--- config.mk ---
export PLATFORM = sky130hd
export DESIGN_NAME = ctrl_cmd_readpixel
export DESIGN_NICKNAME = d
export VERILOG_FILES = /design/src/rtl/ctrl_cmd_readpixel.sv
export SDC_FILE = /design/constraint.sdc
export NUM_CORES = 1
export LEC_CHECK = 0
export ABC_AREA = 1
export BUFFER_PORTS_ARGS = -buffer_cell sky130_fd_sc_hd__buf_2
export CORE_MARGIN = 5
export CORE_UTILIZATION = 44
export DETAILED_ROUTE_END_ITERATION = 12
export PLACE_DENSITY = 0.76
export SETUP_SLACK_MARGIN = 0.5
export SYNTH_ARGS = -nofsm -noshare
export SYNTH_HDL_FRONTEND = slang
export SYNTH_SLANG_ARGS = --single-unit
--- constraint.sdc ---
create_clock -name clk -period 1.2 [get_ports clk]
set_input_delay 0.36 -clock clk [delete_from_list [all_inputs] [get_ports clk]]
set_output_delay 0.36 -clock clk [all_outputs]
set_load 0.01 [all_outputs]
--- src/rtl/ctrl_cmd_readpixel.sv ---
// ctrl_cmd_readpixel: byte-serial "read pixel" payload decoder that feeds the framebuffer RAM write port.
// Define W128_EN for a two-byte little-endian column address (LSB then MSB); otherwise the column is one byte.
module ctrl_cmd_readpixel #(
  parameter int BYTES_PER_PIXEL = 2,
  parameter int PIXEL_HEIGHT    = 32,
  parameter int PIXEL_WIDTH     = 64,
  parameter int _UNUSED         = 0,
  localparam int RW = ($clog2(PIXEL_HEIGHT) > 1) ? $clog2(PIXEL_HEIGHT) : 1,
  localparam int CW = ($clog2(PIXEL_WIDTH) > 1) ? $clog2(PIXEL_WIDTH) : 1,
  localparam int PW = ($clog2(BYTES_PER_PIXEL) > 1) ? $clog2(BYTES_PER_PIXEL) : 1
) (
  input  logic          clk,
  input  logic          reset,
  input  logic          enable,
  input  logic [7:0]    data_in,
  output logic [RW-1:0] row,
  output logic [CW-1:0] column,
  output logic [PW-1:0] pixel,
  output logic [7:0]    data_out,
  output logic          ram_write_enable,
  output logic          ram_access_start,
  output logic          done
);

`ifdef W128_EN
  typedef enum logic [1:0] {S_ROW, S_COL_LSB, S_COL_MSB, S_DATA} state_t;
`else
  typedef enum logic [1:0] {S_ROW, S_COL_LSB, S_DATA} state_t;
`endif

  // Colour bytes are written most-significant first, so pixel counts down from LAST_K.
  localparam logic [PW-1:0] LAST_K = PW'(BYTES_PER_PIXEL - 1);

  state_t          state, state_nxt;
  logic [PW-1:0]   k, k_nxt;
  logic [RW-1:0]   row_nxt;
  logic [CW-1:0]   column_nxt;
  logic [PW-1:0]   pixel_nxt;
  logic [7:0]      data_nxt;
  logic            write_nxt;
  logic            toggle_nxt;
  logic            done_nxt;
`ifdef W128_EN
  logic [7:0]      lsb_byte, lsb_nxt;
`endif

  // _UNUSED is kept for interface compatibility; it has no function.
  if (_UNUSED != 0) begin : g_unused_param
  end

  always_comb begin
    // NOTE: every next-value gets its default first, so no branch can leave one unassigned and infer a latch.
    state_nxt  = state;
    k_nxt      = k;
    row_nxt    = row;
    column_nxt = column;
    pixel_nxt  = pixel;
    data_nxt   = '0;
    write_nxt  = 1'b0;
    toggle_nxt = ram_access_start;
    done_nxt   = 1'b0;
`ifdef W128_EN
    lsb_nxt    = lsb_byte;
`endif
    if (enable) begin
      case (state)
        S_ROW: begin
          row_nxt   = RW'(data_in);
          state_nxt = S_COL_LSB;
        end
        S_COL_LSB: begin
          column_nxt = CW'(data_in);
          k_nxt      = '0;
`ifdef W128_EN
          lsb_nxt    = data_in;
          state_nxt  = S_COL_MSB;
`else
          state_nxt  = S_DATA;
`endif
        end
`ifdef W128_EN
        S_COL_MSB: begin
          column_nxt = CW'({data_in, lsb_byte});
          state_nxt  = S_DATA;
        end
`endif
        S_DATA: begin
          write_nxt  = 1'b1;
          data_nxt   = data_in;
          pixel_nxt  = LAST_K - k;
          toggle_nxt = ~ram_access_start;
          if (k == LAST_K) begin
            done_nxt  = 1'b1;
            k_nxt     = '0;
            state_nxt = S_ROW;
          end else begin
            k_nxt = k + PW'(1);
          end
        end
        default: state_nxt = S_ROW;
      endcase
    end
  end

  // NOTE: sequential state uses non-blocking assignments so every register samples pre-edge values.
  always_ff @(posedge clk or negedge reset) begin
    if (!reset) begin
      state            <= S_ROW;
      k                <= '0;
      row              <= '0;
      column           <= '0;
      pixel            <= '0;
      data_out         <= '0;
      ram_write_enable <= 1'b0;
      ram_access_start <= 1'b0;
      done             <= 1'b0;
`ifdef W128_EN
      lsb_byte         <= '0;
`endif
    end else begin
      state            <= state_nxt;
      k                <= k_nxt;
      row              <= row_nxt;
      column           <= column_nxt;
      pixel            <= pixel_nxt;
      data_out         <= data_nxt;
      ram_write_enable <= write_nxt;
      ram_access_start <= toggle_nxt;
      done             <= done_nxt;
`ifdef W128_EN
      lsb_byte         <= lsb_nxt;
`endif
    end
  end

endmodule

==> run_results.csv, run 1 <==
group,metric,value,unit
run_status,outcome,"finished with violations",
run_status,violations,"negative hold slack, negative setup slack",
timing,holdWs,-0.09266,ns
setup_path,crit_type,"flop to output pin",
synth,synth_warnings,0,
power,power.internal,0.002516,W
setup_path,worstSetupEndpointType,"output pin",
drt,vias_per_cell,4.862,
synth,synth_seq_cells,26,
synth,async_reset_ff_share,100.0,%
synth,synth.distinct_cells,17,
power,p_leak,0.9116,nW
floorplanning,boundaryPins,34,
finish,drive_gt1_share,71.24,%
clock_network,tritoncts,"built",
timing,fin_tns_setup,-0.2438,ns
setup_path,critical-path-max-stage-delay,0.42,ns
grt,grt_overflow,0,
drt,wl_per_cell,16.74,µm
synth,yosysSeqAreaShare,60.82,%
clock_network,clkSinkCount,26,
timing,fin_crit,1.230,ns
synth,synth_most_common_cell,"dfrtp_1",
timing,rsz0062_at_grt,"yes",
clock_network,clk_latency,0.31,ns
power,combPwrFrac,57.3,%
setup_path,crit_path_start_kind,"flop",
power,power_density,2393,mW/mm²
drt,route.final.wire_length,3030,µm
drt,drcViolationCount,0,
synth,synth_top_family_by_area,"simple AND/OR/NAND/NOR gates",
synth,synthCells,94,
synth,synth_area_leaders,"dfrtp_1 61%, nand2_1 6.7%, ha_1 5.8%",
finish,fill_cells,120,
timing,tightestPinTransition,0.4999,ns
timing,skew,0.004162,ns
setup_path,crit_fanout,2,
synth,synth_common_cells,"26 x dfrtp_1, 19 x nand2_1, 11 x inv_1, 9 x nor2_1, 6 x o21ai_2",
finish,antenna_cells,0,
synth,syn-mean-instance-area,11.38,µm²
timing,fmax,0.8130,GHz
worst_hold_path,worstHoldPathType,"primary input to asynchronous set/reset pin",
floorplanning,die_y,59.31,µm
setup_path,cp_top_family,"flip-flops",
setup_path,crit_buf_inv,1,
finish,fin_nets,170,
grt,grt_usage,16.25,%
synth,syn_area,0.001070,mm²
drt,ant_nets,0,
power,switching_share,39.78,%
placed_design,gp_congestion,0.7757,
grt,antenna_found_initial,0,
setup_path,critPathArrivalTime,0.87,ns
setup_path,slowest_stage,"dfrtp_1",
timing,setup_ws,-0.03008,ns
grt,grt_pass1_vias,848,
grt,grt_pass1_wl,4188,µm
synth,synth_mux_area_share,0,%
finish,syn_to_final_growth,63.16,%
power,clkPwrFrac,10.5,%
grt,grt_max_degree,16,
timing,post-route-period-util,102.5,%
setup_path,critPathRequiredTime,0.84,ns
drt,drt_first_pass_iters,4,
floorplanning,core_area,0.002276,mm²
clock_network,cts_buffer_depth,2,
synth,synth-main-ff-cell,"dfrtp_1",
synth,yosys.area_share.adder,5.848,%
floorplanning,die_area,0.003518,mm²
clock_network,root_buffer,"clkbuf_4",
floorplanning,initial_utilization,47.00,%
synth,synth_top_area_cell,"dfrtp_1",
synth,syn_nets,110,
synth,yosys.area_share.simple,15.91,%
clock_network,clk_pin_slew,0.14,ns
finish,regArea,653.1,µm²
timing,slew_violations,0,
synth,synthXorXnorAreaFrac,1.520,%
timing,max-slew-margin-rel,66.67,%
synth,synth_edf_count,0,
power,ir_drop,1.481,mV
setup_path,path_cells,"buf_2",
timing,finalHoldViolCount,11,
placed_design,numPortBuffers,33,
power,power.switching,0.001662,W
drt,drtIter0Drc,29,
synth,synth_compound_area_share,7.719,%
placed_design,dp_hpwl,1578,µm
power,p_seq_share,32.2,%
floorplanning,dieWidth,59.31,µm
floorplanning,rows,17,
timing,setup_viol,16,
finish,multi_input_area,580.6,µm²
clock_network,htreeDepth,1,
synth,synth_top_area_share,60.82,%
drt,vias,880,
run,maxCapViolations,0,
clock_network,numCtsBuffers,3,
## state kept, by name (all words and copies together), names as in the netlist
| signal | count |
|---|---|
| column | 6 |
| ram_write_enable | 1 |
| pixel | 1 |
| row | 5 |
| k | 1 |
| ram_access_start | 1 |
| state | 2 |
| data_out | 8 |
| done | 1 |
## logic make-up (layout without fill, tap and decap cells)
kind of cell,count (synthesis),count (layout)
xor gates and xnor gates,1,1
and+or+nand+nor,35,37
adders and majority gates,5,5
buffers and inverters,15,72
DFF,26,26
AOI/OAI and AO/OA,12,12
## final timing paths
kind                                 start     endpoint  slack (ns)  depth (start not counted)
max in group asynchronous            reset     state[0]        0.90                          2
worst max-delay path             column[1]    column[1]       -0.03                          1
worst min-delay path                 reset    column[2]       -0.09                          1
min in group clk                data_in[6]  data_out[6]        0.26                          3
worst max register to register    state[1]    column[1]        0.03                          5
worst min register to register   column[5]    column[5]        0.50                          2
## repair_timing
action,CTS,global route
setup buffers,12,9
gates resized for setup,35,29
pin swaps,14,9
cloned,2,0
hold endpoints to repair,11,11
endpoints found under the setup margin,49,49
## worst register-to-register path, cell delays in order (launching register included)
cell,delay [ns]
dfrtp_2,0.48
inv_4,0.11
ha_4,0.21
nand2_8,0.10
nand2_4,0.11
o21ai_2,0.06
## layout make-up
type | instances | area share [%]
clock buffer | 4 | 2.079
inverter | 12 | 3.011
multi-input combinational | 55 | 33.26
sequential | 26 | 37.42
tap | 28 | 2.007
timing repair buffer | 56 | 22.22
## routing by layer
| metal | GRT usage (%) | up-vias | share of wire, % |
|---|---|---|---|
| met4 | 6.796 | 0 | 0.53 |
| li1 | - | 410 | - |
| met2 | 26.37 | 24 | 53 |
| met1 | 20.72 | 444 | 41 |
| met5 | 0 | - | 0 |
| met3 | 3.704 | 2 | 5.1 |
## per-stage QoR
stage,util [%],instance area (µm²),std cells,setup slack (ns),total power [W]
after CTS,68.55,1560,172,-0.02710,0.003666
after global placement,56.68,1290,154,0.08026,0.002498
after detailed placement,56.68,1290,154,0.02868,0.002558
final,76.69,1745,181,-0.03008,0.004178
after floorplan,-,1109,94,0.1243,0.002192
after global routing,76.69,1745,181,-0.07902,0.004417
## power by group through the flow
stage	sequential [W]	combinational, W	clock, W
5_1_grt	0.00138	0.00255	0.000492
2_1_floorplan	0.00148	0.000712	0
6_report	0.00135	0.00239	0.000439
3_5_place_dp	0.00137	0.00119	0
3_3_place_gp	0.00136	0.00114	0
4_1_cts	0.00132	0.00191	0.000432
## cell usage in the layout (no fill, tap or decap), types with 2 or more instances in the layout
cell type	n
buf_12	2
buf_2	32
buf_4	16
buf_6	6
clkbuf_4	3
dfrtp_1	24
dfrtp_2	2
ha_4	5
inv_1	8
inv_4	3
nand2_1	8
nand2_2	6
nand2_4	7
nand2_8	3
nand3_2	2
nor2_2	2
nor2_4	8
o21ai_1	4
o21ai_2	8
(Power assumes the default switching activity.)
==> run 2, diff against run 1 <==
- ABC_AREA: 1 -> 0
- CORE_UTILIZATION: 44 -> 50
- PLACE_DENSITY: 0.76 -> 0.83
- clock period: 1.2 -> 1.6 ns (I/O delays scaled with it)
==> run 2 against run 1 <==
  * The flow now finishes without violations
  * Clock power fell by 36%
  * Register-to-register slack improved by 0.23 ns
  * Combinational power fell by 33%
  * Critical path depth did not move
  * Design area fell by 11%
  * Sequential power fell by 24%
  * Area after synthesis fell by 7.7%
  * Synthesized cell count fell by 27%
  * First-iteration DRC count fell by 72%
  * Setup slack improved by 0.27 ns
  * Non-clock buffer count fell by 6
  * Sequential share of layout area rose by 4.5 points
  * Largest power group unchanged
  * Highest routed layer unchanged
==> run_results.csv, run 2 <==
group,metric,value,unit
synth,syn-mean-instance-area,14.31,µm²
floorplanning,core_area,0.001922,mm²
timing,setup_viol,0,
drt,top_layer,"met4",
synth,synth.distinct_cells,11,
finish,top_register,"data_out",
synth,synth_warnings,0,
clock_network,clkSinkCount,26,
placed_design,numPortBuffers,33,
run_status,outcome,"finished clean",
clock_network,numCtsBuffers,3,
finish,mostFrequentLayoutCell,"buf_2",
setup_path,crit_fanout,2,
placed_design,dp_hpwl,1346,µm
synth,synth_edf_count,0,
synth,yosysSeqAreaShare,65.91,%
drt,drt_first_pass_iters,4,
finish,drive_gt1_share,70.00,%
synth,synth_common_cells,"26 x dfrtp_1, 13 x mux2_2, 9 x and3_1, 7 x nand2_1, 5 x ha_1",
timing,skew,0.005975,ns
clock_network,cts_buffer_depth,2,
synth,syn_area,987.2,µm²
drt,drtIter0Drc,8,
grt,grt_usage,16.40,%
floorplanning,rows,16,
setup_path,crit_type,"flop to output pin",
setup_path,slowest_stage,"dfrtp_1",
timing,fin_tns_setup,0,ns
synth,syn_nets,85,
floorplanning,dieWidth,54.44,µm
drt,route.final.wire_length,2752,µm
grt,grt_max_degree,27,
floorplanning,die_y,54.44,µm
setup_path,critPathArrivalTime,0.88,ns
floorplanning,initial_utilization,51.37,%
synth,synth_seq_cells,26,
drt,met1_length,1128,µm
power,p_leak,0.8274,nW
power,ir_drop,1.054,mV
floorplanning,die_area,0.002963,mm²
grt,grt_pass1_vias,697,
drt,vias_per_cell,5.143,
timing,fmax,0.7328,GHz
setup_path,critical-path-max-stage-delay,0.43,ns
synth,synth-main-ff-cell,"dfrtp_1",
finish,final_cell_mix,"30 x buf_2, 26 x dfrtp_1, 13 x mux2_4",
placed_design,gp_congestion,0.7411,
grt,grt_overflow,0,
clock_network,htreeDepth,1,
synth,synth_top_area_cell,"dfrtp_1",
finish,largest_reg_flops,8,
synth,async_reset_ff_share,100.0,%
timing,slew_violations,0,
drt,ant_nets,0,
clock_network,clk_latency,0.33,ns
drt,vias,756,
drt,wl_met3,91,µm
placed_design,dpl_worst_slack,0.2753,ns
synth,synth_most_common_cell,"dfrtp_1",
grt,grt_pass1_wl,3270,µm
clock_network,tritoncts,"built",
setup_path,crit_buf_inv,1,
drt,wl_per_cell,18.72,µm
clock_network,root_buffer,"clkbuf_4",
clock_network,postCtsHoldBufs,0,
worst_hold_path,worstHoldPathType,"primary input to asynchronous set/reset pin",
drt,drcViolationCount,0,
finish,antenna_cells,0,
run,maxCapViolations,0,
power,power_density,1867,mW/mm²
timing,rsz0062_at_grt,"yes",
timing,tightestPinTransition,0.5573,ns
timing,max-slew-margin-rel,62.84,%
grt,antenna_found_initial,0,
timing,fin_crit,1.365,ns
setup_path,critPathRequiredTime,1.12,ns
timing,post-route-period-util,85.29,%
setup_path,crit_path_start_kind,"flop",
timing,setup_ws,0.2353,ns
setup_path,path_cells,"buf_6",
floorplanning,boundaryPins,34,
clock_network,clk_pin_slew,0.14,ns
synth,synth_area_leaders,"dfrtp_1 66%, mux2_2 15%, ha_1 6.3%",
finish,top_regs,"data_out: 8 flops, column: 6 flops, row: 5 flops",
drt,wl_met2,1445,µm
setup_path,worstSetupEndpointType,"output pin",
finish,fin_nets,138,
timing,finalHoldViolCount,0,
synth,synthCells,69,
setup_path,cp_top_family,"flip-flops",
finish,syn_to_final_growth,57.03,%
synth,synth_top_area_share,65.91,%
## run 2: cells by family after synthesis
group / share of synthesized area (%)
muxes: 14.83
xor gates and xnor gates: 0.8874
and+or+nand+nor: 8.999
AOI/OAI and AO/OA: 1.014
DFF: 65.91
adders and majority gates: 6.337
buffers and inverters: 2.027
## run 2: worst register-to-register path, cell delays in order (launching register included)
cell and delay, ns:
dfrtp_1 0.46, buf_6 0.15, ha_4 0.17, nand2b_4 0.09, nand2_4 0.06, mux2_4 0.31
## run 2: what timing repair did
item,in CTS,in global routing
gates resized for setup,20,20
setup endpoints to repair,38,49
gates cloned,1,0
buffers inserted,11,5
pin swaps,3,5
## run 2: path summary, 6_finish.rpt
path / start / endpoint / slack (ns) / cells after the start
min: reset / column[0] / 0.12 / 1
min in group clk: data_in[6] / data_out[6] / 0.39 / 2
max reg2reg: state[1] / state[0] / 0.26 / 5
max: column[5] / column[5] / 0.24 / 1
max in group asynchronous: reset / data_out[7] / 1.11 / 1
min reg2reg: ram_access_start / ram_access_start / 0.49 / 1
## run 2: final cells by class
type,count,area (µm²)
clock buffer,3,22.52
fill,104,371.6
inverter,3,13.76
multi-input combinational,38,499.2
sequential,26,650.6
tap,27,33.78
timing repair buffer,50,330.3
## run 2: through the flow
step	cell area, µm²	utilization, %	std cells	total power (W)	hold slack [ns]
2_1_floorplan	1031	-	69	0.001562	0.1844
3_3_place_gp	1221	63.54	127	0.001851	0.4558
3_5_place_dp	1221	63.54	127	0.001883	0.4597
4_1_cts	1424	74.09	142	0.002542	0.1512
5_1_grt	1550	80.66	147	0.003034	0.1596
6_report	1550	80.66	147	0.002895	0.1188
## run 2: per-layer routing
metal	track usage, %	vias up
li1	-	334
met1	18.84	391
met2	27.29	22
met3	3.270	9
met4	11.20	0
met5	0	-
## run 2: where the power goes
| part | leakage, nW | switching [W] | total [W] | internal, W |
|---|---|---|---|---|
| Combinational | 0.484 | 0.000659 | 0.00159 | 0.000929 |
| Clock | 0.0138 | 0.000191 | 0.000279 | 0.0000885 |
| Sequential | 0.329 | 0.000144 | 0.00103 | 0.000883 |
